File: config.mk
export PLATFORM = sky130hd
export DESIGN_NAME = pci_rr_arbiter
export DESIGN_NICKNAME = d
export VERILOG_FILES = /design/src/rtl/pci_rr_arbiter.sv
export SDC_FILE = /design/constraint.sdc
export NUM_CORES = 1
export LEC_CHECK = 0
export CAP_MARGIN = 20
export CORE_ASPECT_RATIO = 1.75
export CORE_MARGIN = 2
export CORE_UTILIZATION = 50
export DETAILED_ROUTE_END_ITERATION = 6
export PLACE_DENSITY = 0.72
export SLEW_MARGIN = 10
export SYNTH_ARGS = -nofsm -noshare
export SYNTH_HDL_FRONTEND = slang
export SYNTH_SLANG_ARGS = --single-unit
File: constraint.sdc
create_clock -name clk -period 5.9 [get_ports clk]
set_input_delay 1.18 -clock clk [delete_from_list [all_inputs] [get_ports clk]]
set_output_delay 1.18 -clock clk [all_outputs]
set_load 0.02 [all_outputs]
File: src/rtl/pci_rr_arbiter.sv
// PCI bus arbiter: parks the bus on PARK_MASTER and grants requesters in
// round-robin or fixed priority. A grant is withdrawn if FRAME# does not start a transaction in time.
module pci_rr_arbiter #(
  parameter int N_MASTERS   = 3,
  parameter int RR_MODE     = 1,
  parameter int PARK_MASTER = 0,
  parameter int TIMEOUT     = 16
) (
  input  logic                 clk,
  input  logic                 RST,
  input  logic                 FRAME,
  input  logic                 IRDY,
  input  logic [N_MASTERS-1:0] REQ,
  output logic [N_MASTERS-1:0] GNT,
  output logic [N_MASTERS-1:0] mux_control,
  output logic                 timeout_evt
);

  localparam int IW = $clog2(N_MASTERS);
  localparam logic [IW-1:0] PARK_IDX = IW'(PARK_MASTER);
  localparam logic [IW-1:0] LAST_RST = IW'(N_MASTERS - 1);
  localparam logic [7:0]    TMO_LAST = 8'(TIMEOUT - 1);

  typedef enum logic [1:0] {
    S_PARK  = 2'd0,
    S_TURN  = 2'd1,
    S_GRANT = 2'd2,
    S_BUSY  = 2'd3
  } state_t;

  state_t                 state_q, state_d;
  logic [IW-1:0]          gidx_q, gidx_d;
  logic [IW-1:0]          last_q, last_d;
  logic [7:0]             timer_q, timer_d;
  logic [N_MASTERS-1:0]   mux_q, mux_d;
  logic [N_MASTERS-1:0]   gnt_q, gnt_d;
  logic                   tevt_q, tevt_d;
  logic [N_MASTERS-1:0]   req_act_s;
  logic                   any_req_s;
  logic                   bus_idle_s;
  logic [IW-1:0]          win_s;

  function automatic logic [N_MASTERS-1:0] onehot(input logic [IW-1:0] idx);
    return {{(N_MASTERS-1){1'b0}}, 1'b1} << idx;
  endfunction

  // Round-robin searches the N slots after last_served, so last_served itself is tried last.
  function automatic logic [IW-1:0] pick_winner(input logic [N_MASTERS-1:0] act,
                                                input logic [IW-1:0] last);
    logic [IW-1:0] win;
    logic [IW-1:0] ix;
    logic          found;
    logic          take;
    int            pos;
    win   = IW'(0);
    found = 1'b0;
    for (int k = 1; k <= N_MASTERS; k++) begin
      if (RR_MODE != 0) begin
        pos = int'(last) + k;
        pos = (pos >= N_MASTERS) ? pos - N_MASTERS : pos;
      end else begin
        pos = k - 1;
      end
      ix    = IW'(pos);
      take  = !found && act[ix];
      win   = take ? ix : win;
      found = found | take;
    end
    return win;
  endfunction

  assign req_act_s  = ~REQ;
  assign any_req_s  = |req_act_s;
  assign bus_idle_s = FRAME & IRDY;
  assign win_s      = pick_winner(req_act_s, last_q);

  // State register
  always_ff @(posedge clk) begin
    if (RST) begin
      state_q <= S_PARK;
    end else begin
      state_q <= state_d;
    end
  end

  // Next-state and bookkeeping logic
  always_comb begin
    state_d = state_q;
    gidx_d  = gidx_q;
    last_d  = last_q;
    timer_d = timer_q;
    mux_d   = mux_q;
    tevt_d  = 1'b0;
    case (state_q)
      S_PARK: begin
        if (!any_req_s) begin
          state_d = S_PARK;
        end else if (win_s == PARK_IDX) begin
          state_d = S_GRANT;
          gidx_d  = win_s;
          timer_d = 8'd0;
        end else begin
          state_d = S_TURN;
        end
      end
      S_TURN, S_BUSY: begin
        if (state_q == S_BUSY && !bus_idle_s) begin
          state_d = S_BUSY;
        end else if (any_req_s) begin
          state_d = S_GRANT;
          gidx_d  = win_s;
          timer_d = 8'd0;
        end else begin
          state_d = S_PARK;
        end
      end
      S_GRANT: begin
        if (!FRAME) begin
          state_d = S_BUSY;
          mux_d   = onehot(gidx_q);
          last_d  = gidx_q;
        end else if (timer_q == TMO_LAST) begin
          state_d = S_TURN;
          tevt_d  = 1'b1;
          last_d  = gidx_q;
        end else if (REQ[gidx_q]) begin
          state_d = S_TURN;
        end else begin
          timer_d = timer_q + 8'd1;
        end
      end
      default: begin
        state_d = S_PARK;
      end
    endcase
  end

  // Grant pattern for the state being entered
  always_comb begin
    gnt_d = {N_MASTERS{1'b1}};
    case (state_d)
      S_PARK:  gnt_d = ~onehot(PARK_IDX);
      S_GRANT: gnt_d = ~onehot(gidx_d);
      default: gnt_d = {N_MASTERS{1'b1}};
    endcase
  end

  // Registered outputs and arbitration history
  always_ff @(posedge clk) begin
    if (RST) begin
      gidx_q  <= PARK_IDX;
      last_q  <= LAST_RST;
      timer_q <= 8'd0;
      mux_q   <= onehot(PARK_IDX);
      gnt_q   <= ~onehot(PARK_IDX);
      tevt_q  <= 1'b0;
    end else begin
      gidx_q  <= gidx_d;
      last_q  <= last_d;
      timer_q <= timer_d;
      mux_q   <= mux_d;
      gnt_q   <= gnt_d;
      tevt_q  <= tevt_d;
    end
  end

  assign GNT         = gnt_q;
  assign mux_control = mux_q;
  assign timeout_evt = tevt_q;

endmodule

==> Word-level counts from Yosys, hierarchy flattened <==
Cells that the tools add are included.
{ "op_classes": {"add_sub_neg": 7, "multipliers": 0, "div_mod_pow": 0, "magnitude_cmp": 7, "n_eq_ne": 13, "n_shift": 2, "mux": 39, "bitwise": 6, "n_reduce_logical": 15} }
{ "op_table": {"columns": ["op", "n"], "rows": [
  ["8-bit 2-to-1 mux", 7],
  ["2-bit 2-to-1 mux", 19],
  ["8-bit one-hot mux with 3 select lines", 1],
  ["2-bit inequality test (second input constant)", 7],
  ["2-bit by 3-bit < comparator with 1-bit output (second input constant)", 4],
  ["3-bit by 2-bit greater-or-equal comparator with 1-bit output (second input constant)", 3],
  ["8-bit by 1-bit adder with 8-bit output (second input constant)", 1],
  ["1-bit binary-select mux with 2-bit select", 4],
  ["8-bit by 4-bit == test with 1-bit output (second input constant)", 1],
  ["7-bit AND reduction", 1],
  ["2-bit by 2-bit adder with 3-bit output (second input constant)", 2],
  ["2-bit == test (second input constant)", 3],
  ["2-bit logical NOT", 3],
  ["3-bit inverter", 2],
  ["2-bit one-hot mux with 3 select lines", 1],
  ["3-bit one-hot mux with 2 select lines", 1],
  ["3-bit OR reduction", 2],
  ["1-bit by 2-bit << shifter with 3-bit output (first input constant)", 2],
  ["2-bit subtractor (second input constant)", 3],
  ["1-bit 2-to-1 mux", 5],
  ["2-bit one-hot mux with 2 select lines", 1],
  ["2-bit AND reduction", 2],
  ["2-bit by 1-bit adder with 3-bit output (second input constant)", 1],
  ["1-bit logical AND", 3],
  ["other kinds (7)", 10]
]} }
{ "totals": {"regBits": 21, "latchBits": 0, "ramBits": 0, "rom_bits": 0, "input_bits": 7, "memories": 0} }

==> Logic depth before layout (Yosys ltp) <==
{ "logic_depth": {"word_depth": 18, "ltp_mapped": 9} }

==> Worst setup path before layout <==
OpenSTA, ideal clock, no wires.
{ "synth_timing": {"path_type": "input -> register", "startpoint": "input port REQ[2]", "endpoint": "register gnt_q[2], in the netlist GNT[2]", "setup_time_ps": 134, "t_arrival_ps": 2640, "required_ps": 5766, "slack_ps": 3126, "stages": 7, "path_buffers": 1, "path_cell_list": "buf_6 > or3b_1 > o31a_1 > o22ai_1 > a31o_1 > a32oi_1 > or4b_1"} }
{ "synth_via": {"elab_chain_cells": 16, "elab_cells_between_ends": 37, "cone_classes": "1 x eq/ne; 1 x shift; 25 x mux; 3 x bitwise; 7 x reduce/logical"} }
{ "synth_rtl": {"columns": ["element", "line_no", "text"], "rows": [
  ["start: declaration", "13", "input logic [N_MASTERS-1:0] REQ,"],
  ["3-bit inverter", "72", "assign req_act_s = ~REQ;"],
  ["1-bit binary-select mux with 2-bit select", "65", "take = !found && act[ix];"],
  ["1-bit 2-to-1 mux (implied by the code)", "65", null],
  ["1-bit logical NOT", "65", null],
  ["1-bit logical AND", "65", null],
  ["1-bit bitwise OR", "67", "found = found | take;"],
  ["1-bit logical NOT", "65", null],
  ["1-bit logical AND", "65", null],
  ["2-bit 2-to-1 mux", "66", "win = take ? ix : win;"],
  ["2-bit logical NOT", "98", "end else if (win_s == PARK_IDX) begin"],
  ["2-bit 2-to-1 mux", "98", null],
  ["2-bit 2-to-1 mux", "96", "if (!any_req_s) begin"],
  ["2-bit one-hot mux with 2 select lines", "94", "case (state_q)"],
  ["1-bit by 2-bit << shifter with 3-bit output", "44", "return {{(N_MASTERS-1){1'b0}}, 1'b1} << idx;"],
  ["3-bit inverter", "143", "S_GRANT: gnt_d = ~onehot(gidx_d);"],
  ["3-bit one-hot mux with 2 select lines *", "141", "case (state_d)"],
  ["end signal: assignment", "155", "gnt_q <= ~onehot(PARK_IDX);"],
  ["end signal: assignment", "162", "gnt_q <= gnt_d;"],
  ["end: declaration", "36", "logic [N_MASTERS-1:0] gnt_q, gnt_d;"]
]} }
Every way passes the cells marked *; elsewhere a longest branch is shown, timed or not. The select of a mux whose other input is x is not followed.
A chain may end at the register's enable or synchronous reset.

==> Worst setup path in the final report <==
{ "layout_timing": {"startpoint": "input port REQ[0]", "endpoint": "register gnt_q[2], in the netlist GNT[2]"} }
The elaborated chain is that of the path after synthesis.

==> qor.log <==
qor: drt.remaining_drc_errors 0
qor: timing.fin_ws 2.69 ns
qor: worst_setup_path.worst_setup_end_kind flop
qor: cts.post_cts_buffers 0
qor: worst_setup_path.reg2reg_setup_slack 3.25 ns
qor: cells_and_area.antennaDiodeCount 0
qor: floorplanning.num_io_pins 14
qor: cts.cts_hold_buf 0
qor: cts.cts_tree done
qor: worst_setup_path.critPathSlowestCell clkdlybuf4s50_1
qor: drt.detailed_route_vias_per_instance 6.28
qor: synth.fraction_of_the_yosys_area_taken_by_sequential_cells 0.329
qor: drt.detailroute.via_count 1,150
qor: drt.detailed_router_s_first_iteration_violation_count 29
qor: timing.slew_viol_final 0
qor: place.detailedPlace.worstSlack 2.43 ns
qor: place.numPlacedInstances 179
qor: cts.buffer_type_at_the_clock_tree_root clkbuf_8
qor: timing.layout_worst_path_cycle_share 0.544
qor: cts.cts_max_path_buffers 2
qor: floorplanning.die_footprint 2990 µm²
qor: global_route.grt_pass1_vias 1,116
qor: worst_setup_path.setup.worst_path.class in2reg
qor: synth.ys.warnings.count 0
qor: cts.clk_pin_slew 0.07 ns
qor: timing.max_freq 312 MHz
qor: global_route.grt_max_degree 17
qor: synth.synth_area_leader_cell dfxtp_1
qor: global_route.globalRouteOverflowTotal 0
qor: place.placement.io_buffers 13
qor: global_route.grt_first_pass_wirelength 4.91 mm
qor: timing.final-hold-violation-count 0
qor: drt.drt_pre_antenna_iters 4
qor: cells_and_area.final_net_count 169
qor: timing.post_layout_minimum_cycle_time 3.21 ns
qor: worst_setup_path.worst_ep_arrival_time 3.34 ns
qor: synth.synthDominantCellAreaShare 0.329
qor: cts.ctsHtreeMaxLevel 1
qor: synth.syn-instance-count 149
qor: timing.max_slew.worst_pin.slew 0.581 ns
qor: worst_setup_path.start_kind primary input
qor: cells_and_area.final_cells 183
qor: synth.syn_area_per_cell 8.57 µm²
qor: timing.tns 0 ns
qor: worst_setup_path.critical-path-max-stage-delay 0.67 ns
qor: global_route.grt_antenna_before_repair 0
qor: timing.slew_headroom 0.611
qor: floorplanning.die-height 70.9 µm
qor: place.detailedPlacementHpwl 2.19 mm
qor: pwr.design_power_total 0.000405 W
qor: synth.post_synth_instance_area 1280 µm²
qor: floorplanning.chipWidth 42.2 µm
qor: drt.antenna_nets_post_route 0
qor: floorplanning.effective_utilization_at_floorplan 0.519
qor: synth.ys_top_cells_by_area dfxtp_1 (33%), a21oi_1 (4.3%), ha_1 (3.9%), nand2_1 (3.8%), a211oi_1 (3.5%)
qor: synth.synth_enable_flop_cells 0
qor: timing.fin_worst_skew 0.00492 ns
qor: floorplanning.floorplan_core_area 2460 µm²
qor: run_status.outcome finished, final reports clean
qor: place.globalplace.congestion 0.864
qor: synth.postSynth.topFlopCell dfxtp_1
qor: cts.numClockSinks 21
qor: worst_setup_path.cpLargestDelayFamily simple AND/OR/NAND/NOR gates
qor: cells_and_area.synthToLayoutAreaGrowth 11.2%
qor: pwr.leakage 0.508 nW
qor: worst_setup_path.worst-path-max-fanout 10
qor: worst_setup_path.worst-path-buf-inv 1
qor: drt.routed_wl 2.84 mm
qor: cells_and_area.layout_cell_share_with_drive_strength_beyond_1 0.0764
qor: synth.ys_async_rst_share 0
qor: cts.cts_buffers 3
qor: synth.synth.net_count 160
qor: timing.rsz0062_at_grt false
qor: pwr.power_density_over_the_cells 285 nW/µm²
qor: cells_and_area.final.fill_count 234
qor: worst_setup_path.cp_cell_instances clkdlybuf4s50_1 > or3b_1 > o31a_1 > o22ai_1 > a31o_1 > a32oi_1 > or4b_1
qor: global_route.grt_util_all_layers 0.206
qor: drt.average_detailed_routed_wire_length_per_instance 15.5 µm
qor: worst_setup_path.crit_required 6.03 ns
qor: run.cap_viol_max_count 0
qor: synth.yosys.cell_types.count 48
qor: timing.report.final.setup_viol 0
qor: worst_hold_path.min-delay-path-class reg2reg
qor: cts.cts.repair.resized 0
qor: pwr.maximum_vdd_ir_drop 0.161 mV
qor: cts.clock_latency_reported_for_the_late_side_of_the_worst_skew_pair 0.26 ns
qor: synth.ys_ff_latch 21
qor: floorplanning.rows 24
-- metal layers --
layer,track usage,wire [µm],vias up
met2,0.357,1580,33
li1,-,-,572
met5,0,0,-
met4,0.142,106,0
met3,0.0153,70,12
met1,0.233,1080,533
-- where the power goes --
part / total [W] / switching (W) / internal (W) / leakage, nW
Combinational: 0.000144 / 0.0000874 / 0.0000564 / 0.315
Clock: 0.0000920 / 0.0000440 / 0.0000480 / 0.0228
Sequential: 0.000169 / 0.0000143 / 0.000155 / 0.170
-- area by class of cell --
| cell class | count | area [µm²] | share of cell area |
|---|---|---|---|
| flip-flops and latches | 21 | 420 | 0.296 |
| clock buffers | 4 | 45.0 | 0.0317 |
| multi-input cells | 112 | 766 | 0.539 |
| inverters | 7 | 26.3 | 0.0185 |
| repair buffers | 13 | 130 | 0.0916 |
| well taps | 26 | 32.5 | 0.0229 |
-- Yosys cell counts (2+ instances only) --
| cell type | number |
|---|---|
| nor4_1 | 2 |
| mux2i_1 | 2 |
| o21ai_0 | 7 |
| nor4_2 | 2 |
| and2_1 | 2 |
| nor2b_1 | 2 |
| and3_1 | 4 |
| o21a_1 | 4 |
| a221oi_1 | 2 |
| inv_1 | 7 |
| nor2_1 | 8 |
| a211oi_1 | 6 |
| nand2b_1 | 2 |
| buf_6 | 4 |
| o211ai_1 | 2 |
| a311oi_1 | 3 |
| nand3_1 | 6 |
| nand2_1 | 13 |
| dfxtp_1 | 21 |
| or2_2 | 2 |
| a41oi_1 | 3 |
| a22o_1 | 2 |
| ha_1 | 4 |
| nor3_1 | 2 |
| or2b_1 | 2 |
| clkbuf_1 | 3 |
| a21oi_1 | 11 |
-- placed cells by master, fill, tap and decap left out, types with 3 or more instances in the layout --
master           synthesis  final
dfxtp_1                 21     21
a41oi_1                  3      3
inv_1                    7      7
o21a_1                   4      4
nor2_1                   8      8
a21oi_1                 11     11
nand2_1                 13     13
o21ai_0                  7      7
clkdlybuf4s50_1          0     13
a211oi_1                 6      6
nand3_1                  6      6
and3_1                   4      4
clkbuf_8                 0      3
ha_1                     4      4
a311oi_1                 3      3
-- worst reg2reg max path, delay by kind of cell (launching register included) --
kind	cells	cell delay (ns)
simple gates	3	0.71
compound gates	2	0.60
flops	1	0.48
fa+ha+maj	1	0.46
buf+inv	2	0.28
-- sequential cells by signal, summed over array words and instances (netlist names) --
| name | count |
|---|---|
| timer_q | 8 |
| mux_control | 3 |
| GNT | 3 |
| timeout_evt | 1 |
| gidx_q | 2 |
| last_q | 2 |
| state_q | 2 |
-- stage by stage --
step / utilization / instance area (µm²) / hold WS [ns]
finish: 0.577 / 1420 / 0.477
global placement: 0.558 / 1380 / 0.463
global route: 0.577 / 1420 / 0.508
CTS: 0.577 / 1420 / 0.480
detailed placement: 0.558 / 1380 / 0.471
floorplan: - / 1280 / 0.445
-- worst paths after layout --
path,startpoint,endpoint,cells past startpoint
worst max-delay path,REQ[0],GNT[2],7
worst min-delay path,mux_control[1],mux_control[1],2
worst max register to register,last_q[0],GNT[2],8
worst min register to register,mux_control[1],mux_control[1],2
-- logic make-up (layout without fill, tap and decap cells) --
family / count (synthesis) / after routing / synth area share
AOI/OAI and AO/OA: 51 / 51 / 0.296
and+or+nand+nor: 54 / 54 / 0.238
buffers and inverters: 16 / 24 / 0.0715
DFF: 21 / 21 / 0.329
muxes: 3 / 3 / 0.0264
adders and majority gates: 4 / 4 / 0.0392
Note: power is estimated with default switching activity, not from simulation.
